<file path="src/rtl/meter_pkg.sv">
// Shared types and helpers for the stereo level-meter frame scheduler.
package meter_pkg;

  // Frame scheduler phases
  typedef enum logic [1:0] {
    ST_IDLE    = 2'd0,
    ST_UPDATE  = 2'd1,
    ST_COMPOSE = 2'd2,
    ST_OFFER   = 2'd3
  } meter_state_e;

  // Bits needed to hold values 0..max_value (never less than one bit)
  function automatic int unsigned bits_for(input int unsigned max_value);
    int unsigned w;
    w = $clog2(max_value + 1);
    return (w == 0) ? 1 : w;
  endfunction

  // Width of a per-channel LED count (0..leds)
  function automatic int unsigned meter_cw(input int unsigned leds);
    return bits_for(leds);
  endfunction

  // Top bits of the level become the LED count, clipped to the bar length
  function automatic logic [31:0] level_to_count(input logic [31:0] level,
                                                 input int unsigned shift,
                                                 input int unsigned leds);
    logic [31:0] n;
    n = level >> shift;
    if (n > 32'(leds)) n = 32'(leds);
    return n;
  endfunction

endpackage

</file>
<file path="src/rtl/meter_channel.sv">
// One meter channel: bar with stepped decay plus a held, falling peak dot.
module meter_channel
  import meter_pkg::*;
#(
  parameter int unsigned LEDS             = 16,
  parameter int unsigned LEVEL_WIDTH      = 16,
  parameter int unsigned PEAK_HOLD_FRAMES = 50,
  parameter int unsigned DECAY_FRAMES     = 2
) (
  input  logic                   clk,
  input  logic                   reset_n,
  input  logic                   accept_i,
  input  logic [LEVEL_WIDTH-1:0] level_i,
  input  logic                   update_i,
  output logic [LEDS-1:0]        pattern_o
);

  localparam int unsigned CW    = meter_cw(LEDS);
  localparam int unsigned SHIFT = LEVEL_WIDTH - CW;
  localparam int unsigned HW    = bits_for(PEAK_HOLD_FRAMES);
  localparam int unsigned DW    = bits_for(DECAY_FRAMES - 1);

  localparam logic [HW-1:0] HOLD_INIT  = HW'(PEAK_HOLD_FRAMES);
  localparam logic [DW-1:0] DECAY_LAST = DW'(DECAY_FRAMES - 1);

  logic [CW-1:0] bar_q, bar_d;
  logic [CW-1:0] peak_q, peak_d;
  logic [HW-1:0] hold_q, hold_d;
  logic [DW-1:0] decay_q, decay_d;
  logic          raised_q, raised_d;
  logic          got_q, got_d;

  logic [CW-1:0] level_n;
  logic [CW-1:0] bar_step;
  logic [CW-1:0] peak_m1;

  assign level_n = CW'(level_to_count(32'(level_i), SHIFT, LEDS));

  // Merge accepted levels and apply one frame of ballistics on update
  always_comb begin
    bar_d    = bar_q;
    peak_d   = peak_q;
    hold_d   = hold_q;
    decay_d  = decay_q;
    raised_d = raised_q;
    got_d    = got_q;
    bar_step = bar_q;
    peak_m1  = '0;
    if (accept_i) begin
      if (level_n > bar_q) bar_d = level_n;
      if (level_n > peak_q) begin
        peak_d   = level_n;
        hold_d   = HOLD_INIT;
        raised_d = 1'b1;
      end
      got_d = 1'b1;
    end else if (update_i) begin
      if (got_q) begin
        decay_d = '0;
      end else if (decay_q == DECAY_LAST) begin
        decay_d = '0;
        if (bar_q != '0) bar_step = bar_q - CW'(1);
      end else begin
        decay_d = decay_q + DW'(1);
      end
      bar_d = bar_step;
      // Peak falls toward the already-decayed bar so it never sits below it
      if (!raised_q) begin
        if (hold_q != '0) begin
          hold_d = hold_q - HW'(1);
        end else begin
          peak_m1 = (peak_q != '0) ? peak_q - CW'(1) : '0;
          peak_d  = (peak_m1 > bar_step) ? peak_m1 : bar_step;
        end
      end
      raised_d = 1'b0;
      got_d    = 1'b0;
    end
  end

  // Channel state registers
  always_ff @(posedge clk or negedge reset_n) begin
    if (!reset_n) begin
      bar_q    <= '0;
      peak_q   <= '0;
      hold_q   <= '0;
      decay_q  <= '0;
      raised_q <= 1'b0;
      got_q    <= 1'b0;
    end else begin
      bar_q    <= bar_d;
      peak_q   <= peak_d;
      hold_q   <= hold_d;
      decay_q  <= decay_d;
      raised_q <= raised_d;
      got_q    <= got_d;
    end
  end

  // Thermometer bar with the peak dot overlaid
  always_comb begin
    pattern_o = '0;
    for (int unsigned i = 0; i < LEDS; i++) begin
      if (CW'(i) < bar_q) pattern_o[i] = 1'b1;
      if ((peak_q != '0) && (CW'(i) == peak_q - CW'(1))) pattern_o[i] = 1'b1;
    end
  end

endmodule

</file>
<file path="src/rtl/meter_frame_scheduler.sv">
// Stereo level-meter frame scheduler: refresh divider, frame FSM and shifter handshake.
module meter_frame_scheduler
  import meter_pkg::*;
#(
  parameter int unsigned LEDS             = 16,
  parameter int unsigned LEVEL_WIDTH      = 16,
  parameter int unsigned REFRESH_DIV      = 1000,
  parameter int unsigned PEAK_HOLD_FRAMES = 50,
  parameter int unsigned DECAY_FRAMES     = 2
) (
  input  logic                   clk,
  input  logic                   reset_n,
  input  logic                   i_valid,
  output logic                   i_ready,
  input  logic [LEVEL_WIDTH-1:0] i_left,
  input  logic [LEVEL_WIDTH-1:0] i_right,
  output logic                   o_valid,
  input  logic                   o_ready,
  output logic [2*LEDS-1:0]      o_data,
  output logic                   o_overrun
);

  localparam int unsigned TW = bits_for(REFRESH_DIV - 1);
  localparam logic [TW-1:0] TICK_LAST = TW'(REFRESH_DIV - 1);

  meter_state_e      state_q, state_d;
  logic [TW-1:0]     tick_cnt_q, tick_cnt_d;
  logic              tick_pending_q, tick_pending_d;
  logic              overrun_q, overrun_d;
  logic              o_valid_q, o_valid_d;
  logic [2*LEDS-1:0] o_data_q, o_data_d;

  logic              tick_wrap;
  logic              tick_consume;
  logic              accept;
  logic              update_en;
  logic [LEDS-1:0]   left_pattern;
  logic [LEDS-1:0]   right_pattern;

  assign i_ready   = (state_q == ST_IDLE);
  assign accept    = i_valid && i_ready;
  assign o_valid   = o_valid_q;
  assign o_data    = o_data_q;
  assign o_overrun = overrun_q;

  meter_channel #(
    .LEDS             (LEDS),
    .LEVEL_WIDTH      (LEVEL_WIDTH),
    .PEAK_HOLD_FRAMES (PEAK_HOLD_FRAMES),
    .DECAY_FRAMES     (DECAY_FRAMES)
  ) u_left (
    .clk       (clk),
    .reset_n   (reset_n),
    .accept_i  (accept),
    .level_i   (i_left),
    .update_i  (update_en),
    .pattern_o (left_pattern)
  );

  meter_channel #(
    .LEDS             (LEDS),
    .LEVEL_WIDTH      (LEVEL_WIDTH),
    .PEAK_HOLD_FRAMES (PEAK_HOLD_FRAMES),
    .DECAY_FRAMES     (DECAY_FRAMES)
  ) u_right (
    .clk       (clk),
    .reset_n   (reset_n),
    .accept_i  (accept),
    .level_i   (i_right),
    .update_i  (update_en),
    .pattern_o (right_pattern)
  );

  // Free-running refresh divider; a tick arriving while one is still pending is lost
  always_comb begin
    tick_wrap    = (tick_cnt_q == TICK_LAST);
    tick_cnt_d   = tick_wrap ? '0 : tick_cnt_q + TW'(1);
    tick_consume = (state_q == ST_UPDATE);
    // A tick landing in the UPDATE cycle becomes the next pending tick, not an overrun
    tick_pending_d = (tick_pending_q && !tick_consume) || tick_wrap;
    overrun_d      = tick_wrap && tick_pending_q && !tick_consume;
  end

  // Divider, pending-tick and overrun registers
  always_ff @(posedge clk or negedge reset_n) begin
    if (!reset_n) begin
      tick_cnt_q     <= '0;
      tick_pending_q <= 1'b0;
      overrun_q      <= 1'b0;
    end else begin
      tick_cnt_q     <= tick_cnt_d;
      tick_pending_q <= tick_pending_d;
      overrun_q      <= overrun_d;
    end
  end

  // FSM state register
  always_ff @(posedge clk or negedge reset_n) begin
    if (!reset_n) state_q <= ST_IDLE;
    else          state_q <= state_d;
  end

  // FSM next-state logic
  always_comb begin
    state_d = state_q;
    case (state_q)
      ST_IDLE:    if (tick_pending_q) state_d = ST_UPDATE;
      ST_UPDATE:  state_d = ST_COMPOSE;
      ST_COMPOSE: state_d = ST_OFFER;
      ST_OFFER:   if (o_ready) state_d = ST_IDLE;
      default:    state_d = ST_IDLE;
    endcase
  end

  // FSM outputs: ballistics strobe and frame register loads
  always_comb begin
    update_en = 1'b0;
    o_valid_d = o_valid_q;
    o_data_d  = o_data_q;
    case (state_q)
      ST_UPDATE: update_en = 1'b1;
      ST_COMPOSE: begin
        o_valid_d = 1'b1;
        o_data_d  = {left_pattern, right_pattern};
      end
      ST_OFFER: if (o_ready) o_valid_d = 1'b0;
      default: ;
    endcase
  end

  // Frame output registers
  always_ff @(posedge clk or negedge reset_n) begin
    if (!reset_n) begin
      o_valid_q <= 1'b0;
      o_data_q  <= '0;
    end else begin
      o_valid_q <= o_valid_d;
      o_data_q  <= o_data_d;
    end
  end

endmodule

</file>
<file path="config.mk">
export PLATFORM = sky130hd
export DESIGN_NAME = meter_frame_scheduler
export DESIGN_NICKNAME = d
export VERILOG_FILES = /design/src/rtl/meter_pkg.sv /design/src/rtl/meter_channel.sv /design/src/rtl/meter_frame_scheduler.sv
export SDC_FILE = /design/constraint.sdc
export NUM_CORES = 1
export LEC_CHECK = 0
export CAP_MARGIN = 40
export CORE_MARGIN = 1.5
export CORE_UTILIZATION = 27
export CTS_BUF_LIST = sky130_fd_sc_hd__clkbuf_4
export DETAILED_ROUTE_END_ITERATION = 10
export GPL_ROUTABILITY_DRIVEN = 0
export MAX_ROUTING_LAYER = met4
export PLACE_DENSITY = 0.54
export RECOVER_POWER = 100
export SETUP_SLACK_MARGIN = 0.4
export SKIP_LAST_GASP = 1
export SYNTH_ARGS = -nofsm -noshare
export SYNTH_HDL_FRONTEND = slang
export SYNTH_SLANG_ARGS = --single-unit
</file>
<file path="constraint.sdc">
create_clock -name clk -period 3.1 [get_ports clk]
set_input_delay 0.62 -clock clk [delete_from_list [all_inputs] [get_ports clk]]
set_output_delay 0.62 -clock clk [all_outputs]
set_load 0.005 [all_outputs]
</file>
After elaboration in Yosys (flattened, before gate mapping)
Cells that the tools add are included.
{ "op_classes": {"n_eq_ne": 44, "div": 0, "n_reduce_logical": 62, "n_mux": 123, "shifts": 0, "order_cmp": 40, "n_mul": 0, "bitwise_logic": 1, "addsub": 9} }
{ "op_table": {"columns": ["cell", "n"], "rows": [
  ["5-bit 2-to-1 mux", 32],
  ["4-bit by 5-bit equality test with 1-bit output (first input constant)", 16],
  ["4-bit by 5-bit < comparator with 1-bit output (first input constant)", 16],
  ["1-bit 2-to-1 mux", 76],
  ["6-bit 2-to-1 mux", 10],
  ["3-bit by 5-bit equality test with 1-bit output (first input constant)", 8],
  ["3-bit by 5-bit < comparator with 1-bit output (first input constant)", 8],
  ["1-bit logical AND", 36],
  ["5-bit > comparator", 6],
  ["2-bit by 5-bit equality test with 1-bit output (first input constant)", 4],
  ["1-bit by 5-bit < comparator with 1-bit output (first input constant)", 4],
  ["2-bit by 5-bit < comparator with 1-bit output (first input constant)", 4],
  ["5-bit nonzero test", 4],
  ["5-bit by 1-bit subtractor with 5-bit output (second input constant)", 4],
  ["4-bit AND reduction", 4],
  ["2-bit AND reduction", 7],
  ["6-bit nonzero test", 2],
  ["6-bit by 1-bit subtractor with 6-bit output (second input constant)", 2],
  ["10-bit by 1-bit adder with 10-bit output (second input constant)", 1],
  ["1-bit by 5-bit equality test with 1-bit output (first input constant)", 2],
  ["10-bit equality test (second input constant)", 1],
  ["5-bit > comparator (second input constant)", 2],
  ["5-bit logical NOT", 2],
  ["10-bit 2-to-1 mux", 1],
  ["other kinds (13)", 27]
]} }
{ "totals": {"output_inout_bits": 35, "ff_bits": 84, "mem_bits_rw": 0, "rom_bits": 0, "word_cells": 296, "input_bits": 36, "mem_count": 0, "latch_bits": 0} }

Longest topological paths before layout
{ "depth": {"depth_word": 12, "mapped_depth": 12, "mapped_depth_nobuf": 12} }

Cells and area by module
From an unflattened synthesis, not the netlist that was laid out.
{ "unflattened": {"hier_cells": 603, "hier_area_um2": 5851.9} }
{ "modules_own_cells": {"columns": ["module", "area_per_inst_um2", "seq_area_each_um2", "instances", "cells_each"], "rows": [
  ["meter_channel", 1964.4, 475.5, 2, 231],
  ["meter_frame_scheduler", 1923.1, 1176.1, 1, 141]
]} }

Least setup slack after synthesis
Ideal clock, no wire load.
{ "synth_path": {"path_kind": "register to register", "startpoint": "register u_left.bar_q[0]", "endpoint": "register u_left.peak_q[1]", "t_arrival_ps": 2868, "n_path_buf": 0, "synth_period_minus_slack_ps": 3004, "required_ps": 2964, "setup_ps": 136, "stages_incl_launch_ff": 12, "setup_slack_ps": 96, "path_cell_list": "dfrtp_1 > inv_1 > ha_1 > a31oi_1 > mux2i_1 > inv_1 > ha_1 > nor2b_1 > o31ai_1 > a2111oi_0 > a211oi_1 > o22ai_1"} }
{ "synth_via": {"elab_chain_cells": 12, "elab_cells_between_ends": 13, "classes_between": "add/sub: 1; order compare: 1; mux: 10; reduce/logical: 1"} }
{ "synth_lines": {"columns": ["item", "line", "text"], "rows": [
  ["start: declaration", "meter_channel.sv:26", "logic [CW-1:0] bar_q, bar_d;"],
  ["start signal: assignment", "meter_channel.sv:91", "bar_q <= bar_d;"],
  ["5-bit by 1-bit subtractor with 5-bit output or 5-bit nonzero test (tied branches)", "meter_channel.sv:62", "if (bar_q != '0) bar_step = bar_q - CW'(1);"],
  ["5-bit 2-to-1 mux", "meter_channel.sv:62", null],
  ["5-bit 2-to-1 mux", "meter_channel.sv:60", "end else if (decay_q == DECAY_LAST) begin"],
  ["5-bit 2-to-1 mux *", "meter_channel.sv:58", "if (got_q) begin"],
  ["5-bit 2-to-1 mux *", "meter_channel.sv:57", "end else if (update_i) begin"],
  ["5-bit 2-to-1 mux *", "meter_channel.sv:49", "if (accept_i) begin"],
  ["5-bit > comparator", "meter_channel.sv:73", "peak_d = (peak_m1 > bar_step) ? peak_m1 : bar_step;"],
  ["5-bit 2-to-1 mux *", "meter_channel.sv:73", null],
  ["5-bit 2-to-1 mux *", "meter_channel.sv:69", "if (hold_q != '0) begin"],
  ["5-bit 2-to-1 mux *", "meter_channel.sv:68", "if (!raised_q) begin"],
  ["5-bit 2-to-1 mux *", "meter_channel.sv:57", null],
  ["5-bit 2-to-1 mux *", "meter_channel.sv:49", null],
  ["end signal: assignment", "meter_channel.sv:92", "peak_q <= peak_d;"],
  ["end: declaration", "meter_channel.sv:27", "logic [CW-1:0] peak_q, peak_d;"]
]} }
Every way passes the cells marked *; elsewhere a longest branch is shown, timed or not. The select of a mux whose other input is x is not followed.
A chain may end at the register's enable or synchronous reset.

Final worst setup path
{ "layout_path": {"startpoint": "register u_left.peak_q[1]", "endpoint": "register u_left.peak_q[2]"} }
{ "layout_via": {"elab_chain_cells": 8, "elab_cells_between_ends": 12, "classes_between": "add/sub: 1; order compare: 2; eq/ne: 1; mux: 6; reduce/logical: 2"} }
{ "layout_lines": {"columns": ["item", "line", "text"], "rows": [
  ["5-bit by 1-bit subtractor with 5-bit output or 5-bit nonzero test (tied branches)", "meter_channel.sv:72", "peak_m1 = (peak_q != '0) ? peak_q - CW'(1) : '0;"],
  ["5-bit 2-to-1 mux", "meter_channel.sv:72", null],
  ["5-bit > comparator", "meter_channel.sv:73", null],
  ["5-bit 2-to-1 mux", "meter_channel.sv:73", null],
  ["5-bit 2-to-1 mux", "meter_channel.sv:69", null],
  ["5-bit 2-to-1 mux", "meter_channel.sv:68", null],
  ["5-bit 2-to-1 mux", "meter_channel.sv:57", null],
  ["5-bit 2-to-1 mux", "meter_channel.sv:49", null]
]} }
Several ways; a longest one is shown, not always the timed one. The select of a mux whose other input is x is not followed.

==> reports/summary.txt <==
Initial DRC Count: 229
Worst Setup End Kind: flop
Dpl hpwl: 11,000 um
Async SR Flop Fraction: 100%
Fin crit share: 88.7%
Io pins: 71
Nets: 828
Post-synth top area share: 37.4%
Die area: 21,700 sq um
Crit path required time: 3.46 ns
Clock root buffer: clkbuf_4
Final Hold Vio Count: 0
Area leader, netlist: dfrtp_1
Commonest non-fill, non-tap cell in the layout: dfrtp_1
GR peak layer: met1
CTS tree: built
Vias per Instance: 4.83
Worst-Skew Late Latency: 0.47 ns
CP Launch Point: u_left.peak_q[1]$_DFFE_PN0P_
Core area: 20,300 sq um
Fmax: 364 MHz
Critical path fanouts, max: 6
Worst Skew: 0.0213 ns
Final Slew Violations: 56
ANT nets after route: 0
Die Wd: 147 um
Mean Syn Cell Area: 8.94 sq um
Startpoint types: flop
Status: complete, but fails checks
Layout cell share with drive strength beyond 1: 20.6%
GRT met1 Usage: 21.3%
Max-cap viol count: 1
H-tree depth: 3
# fillers: 2,136
Reg2Reg Depth: 12
Count of cell types in the netlist: 62
Post-synth EDFFs: 0
Clock net sink count: 84
Gr usage total: 14.5%
Area Overhead vs Synth: 29.9%
Unrepaired setup endpoints after global routing: yes
Starting Density: 27.7%
Met2 Use GR: 20.4%
Reg-to-reg endpoint: u_left.peak_q[2]$_DFFE_PN0P_
Worst-path clk slew: 0.15 ns
Setup crit end: u_left.peak_q[2]$_DFFE_PN0P_
Vias in the first global route: 4,756
First-pass GRT wire length: 24,500 um
Slew @ Worst Pin: 1.52 ns
Synthesized Nets: 720
Initial antenna violation count: 0
Final Cell Area: 7300 sq um
Pre-Repair DR Iteration Count: 5
FF+latch count, synth: 84
VDD IR max: 0.476 mV
Synth top area cells: dfrtp_1, ha_1, nor2_1
R2R Setup Slk: 0.35 ns
Wire per inst: 14.7 um
Final min period: 2.75 ns
Utilization after layout: 36.0%
Routed via count: 4,886
Setup Viol. Count Final: 0
Crit Path Class: flop to flop
Violated checks: capacitance limit, slew limit
Met3 Usage GRT: 2.27%
Hold Path Class: input pin to async pin
Std cell rows: 52
Power Dens Cells: 874 nW/um^2
Leak: 3.26 nW
Post-DP Area: 6800 sq um
TritonCTS Buffers: 9
Maximum root-to-sink buffer count: 2
Die height: 147 um
Antenna diode instance count: 0
Number of remaining DRC errors: 0
Routed Wire Length: 14,900 um
GRT overflow: 0
Slew Limit Headroom: -1.13%
Largest net degree at the start of global routing: 57
Top_reg_cell synth: dfrtp_1
Buffers on Ports: 48
Mapped Cells: 629
RR Startpoint: u_left.peak_q[1]$_DFFE_PN0P_
Arrival time at the worst endpoint: 3.11 ns
Mapped Area: 5620 sq um
Commonest cells after routing, fill and taps aside: dfrtp_1, nor2_1, buf_4
Synth warnings: 0
Seq/Total Area, Yosys: 37.4%
synth_stat cells (all sizes together), types with 5 or more instances:
library cell	instances
a21o	5
nor3	5
o21ai	26
nand2b	10
inv	36
dfrtp	84
a41oi	5
mux2i	12
a31oi	14
o22ai	5
o211ai	7
or3	7
mux2	13
a211oi	14
ha	55
nor2b	14
a21oi	44
xor2	7
nand3	11
o21a	7
nand2	50
and2	19
xnor2	12
a221oi	7
and3	7
clkbuf	18
nor2	80
nor4	5
state kept, by name, summed over array words and instances, names as in the netlist:
register          count
o_data               32
tick_cnt_q           10
u_left.hold_q         6
u_right.hold_q        6
u_left.bar_q          5
u_left.peak_q         5
u_right.bar_q         5
u_right.peak_q        5
state_q               2
o_overrun             1
o_valid               1
tick_pending_q        1
u_left.decay_q        1
u_left.raised_q       1
u_right.decay_q       1
u_right.got_q         1
u_right.raised_q      1
how the worst min path moves through the flow:
stage	start	end	slack, ns	cells after the start
6_report	reset_n	o_data[4]$_DFFE_PN0P_	0.50	1
3_5_place_dp	o_data[5]$_DFFE_PN0P_	o_data[5]$_DFFE_PN0P_	0.48	2
3_3_place_gp	o_data[5]$_DFFE_PN0P_	o_data[5]$_DFFE_PN0P_	0.48	2
2_1_floorplan	reset_n	o_data[0]$_DFFE_PN0P_	0.32	0
4_1_cts	reset_n	tick_cnt_q[4]$_DFF_PN0_	0.21	1
5_1_grt	o_data[5]$_DFFE_PN0P_	o_data[5]$_DFFE_PN0P_	0.53	2
power by group:
group | total [mW] | switching (mW) | internal [mW]
Sequential | 1.43 | 0.187 | 1.25
Clock | 0.680 | 0.431 | 0.248
Combinational | 4.27 | 2.30 | 1.97
Total | 6.38 | 2.92 | 3.46
layout make-up:
class	instances	area, sq um	area share (%)
Clock inverter	6	71.3	0.977
Sequential cell	84	2100	28.8
Multi-Input combinational cell	487	3560	48.8
Tap cell	270	338	4.63
Timing Repair Buffer	119	1030	14.0
Clock buffer	9	67.6	0.925
Inverter	36	135	1.85
critical path, cell delays in order (launching register included):
cell	delay (ns)
dfrtp_1	0.42
inv_1	0.08
ha_2	0.21
nor3b_1	0.29
and2_1	0.26
nor2_1	0.11
ha_4	0.30
o21a_1	0.16
o31ai_4	0.08
buf_6	0.14
a21o_4	0.23
a211oi_2	0.26
o22ai_1	0.11
cell families after synthesis:
logic type      after synthesis  synth area share (%)
compound gates              164                  19.5
xor+xnor                     19                  2.96
fa+ha+maj                    55                  12.2
buf+inv                      58                  3.96
flops                        84                  37.4
mux                          25                  4.74
simple gates                224                  19.3
layer usage:
metal | part of all wire [%] | up-vias
li1 | - | 2452
met1 | 52 | 2325
met3 | 3.9 | 15
met2 | 43 | 94
met5 | 0 | -
met4 | 1.2 | 0
stage by stage:
step	setup WS (ns)	hold slack, ns	total power, mW	setup TNS, ns	instances
2_1_floorplan	0.404	0.324	3.74	0	629
3_3_place_gp	0.0435	0.479	4.73	0	975
3_5_place_dp	-0.00389	0.481	4.75	-0.00389	975
4_1_cts	0.400	0.210	5.85	0	1002
5_1_grt	0.153	0.531	6.91	0	1011
6_report	0.350	0.501	6.38	0	1011
repair_timing:
item                       in CTS  in global routing
pin swaps                      12                 26
buffers inserted               12                  9
hold buffers                    0                  0
gates cloned                    0                  0
gates resized for setup        28                 32
setup endpoints to repair      10                 13
(Power assumes the default switching activity.)
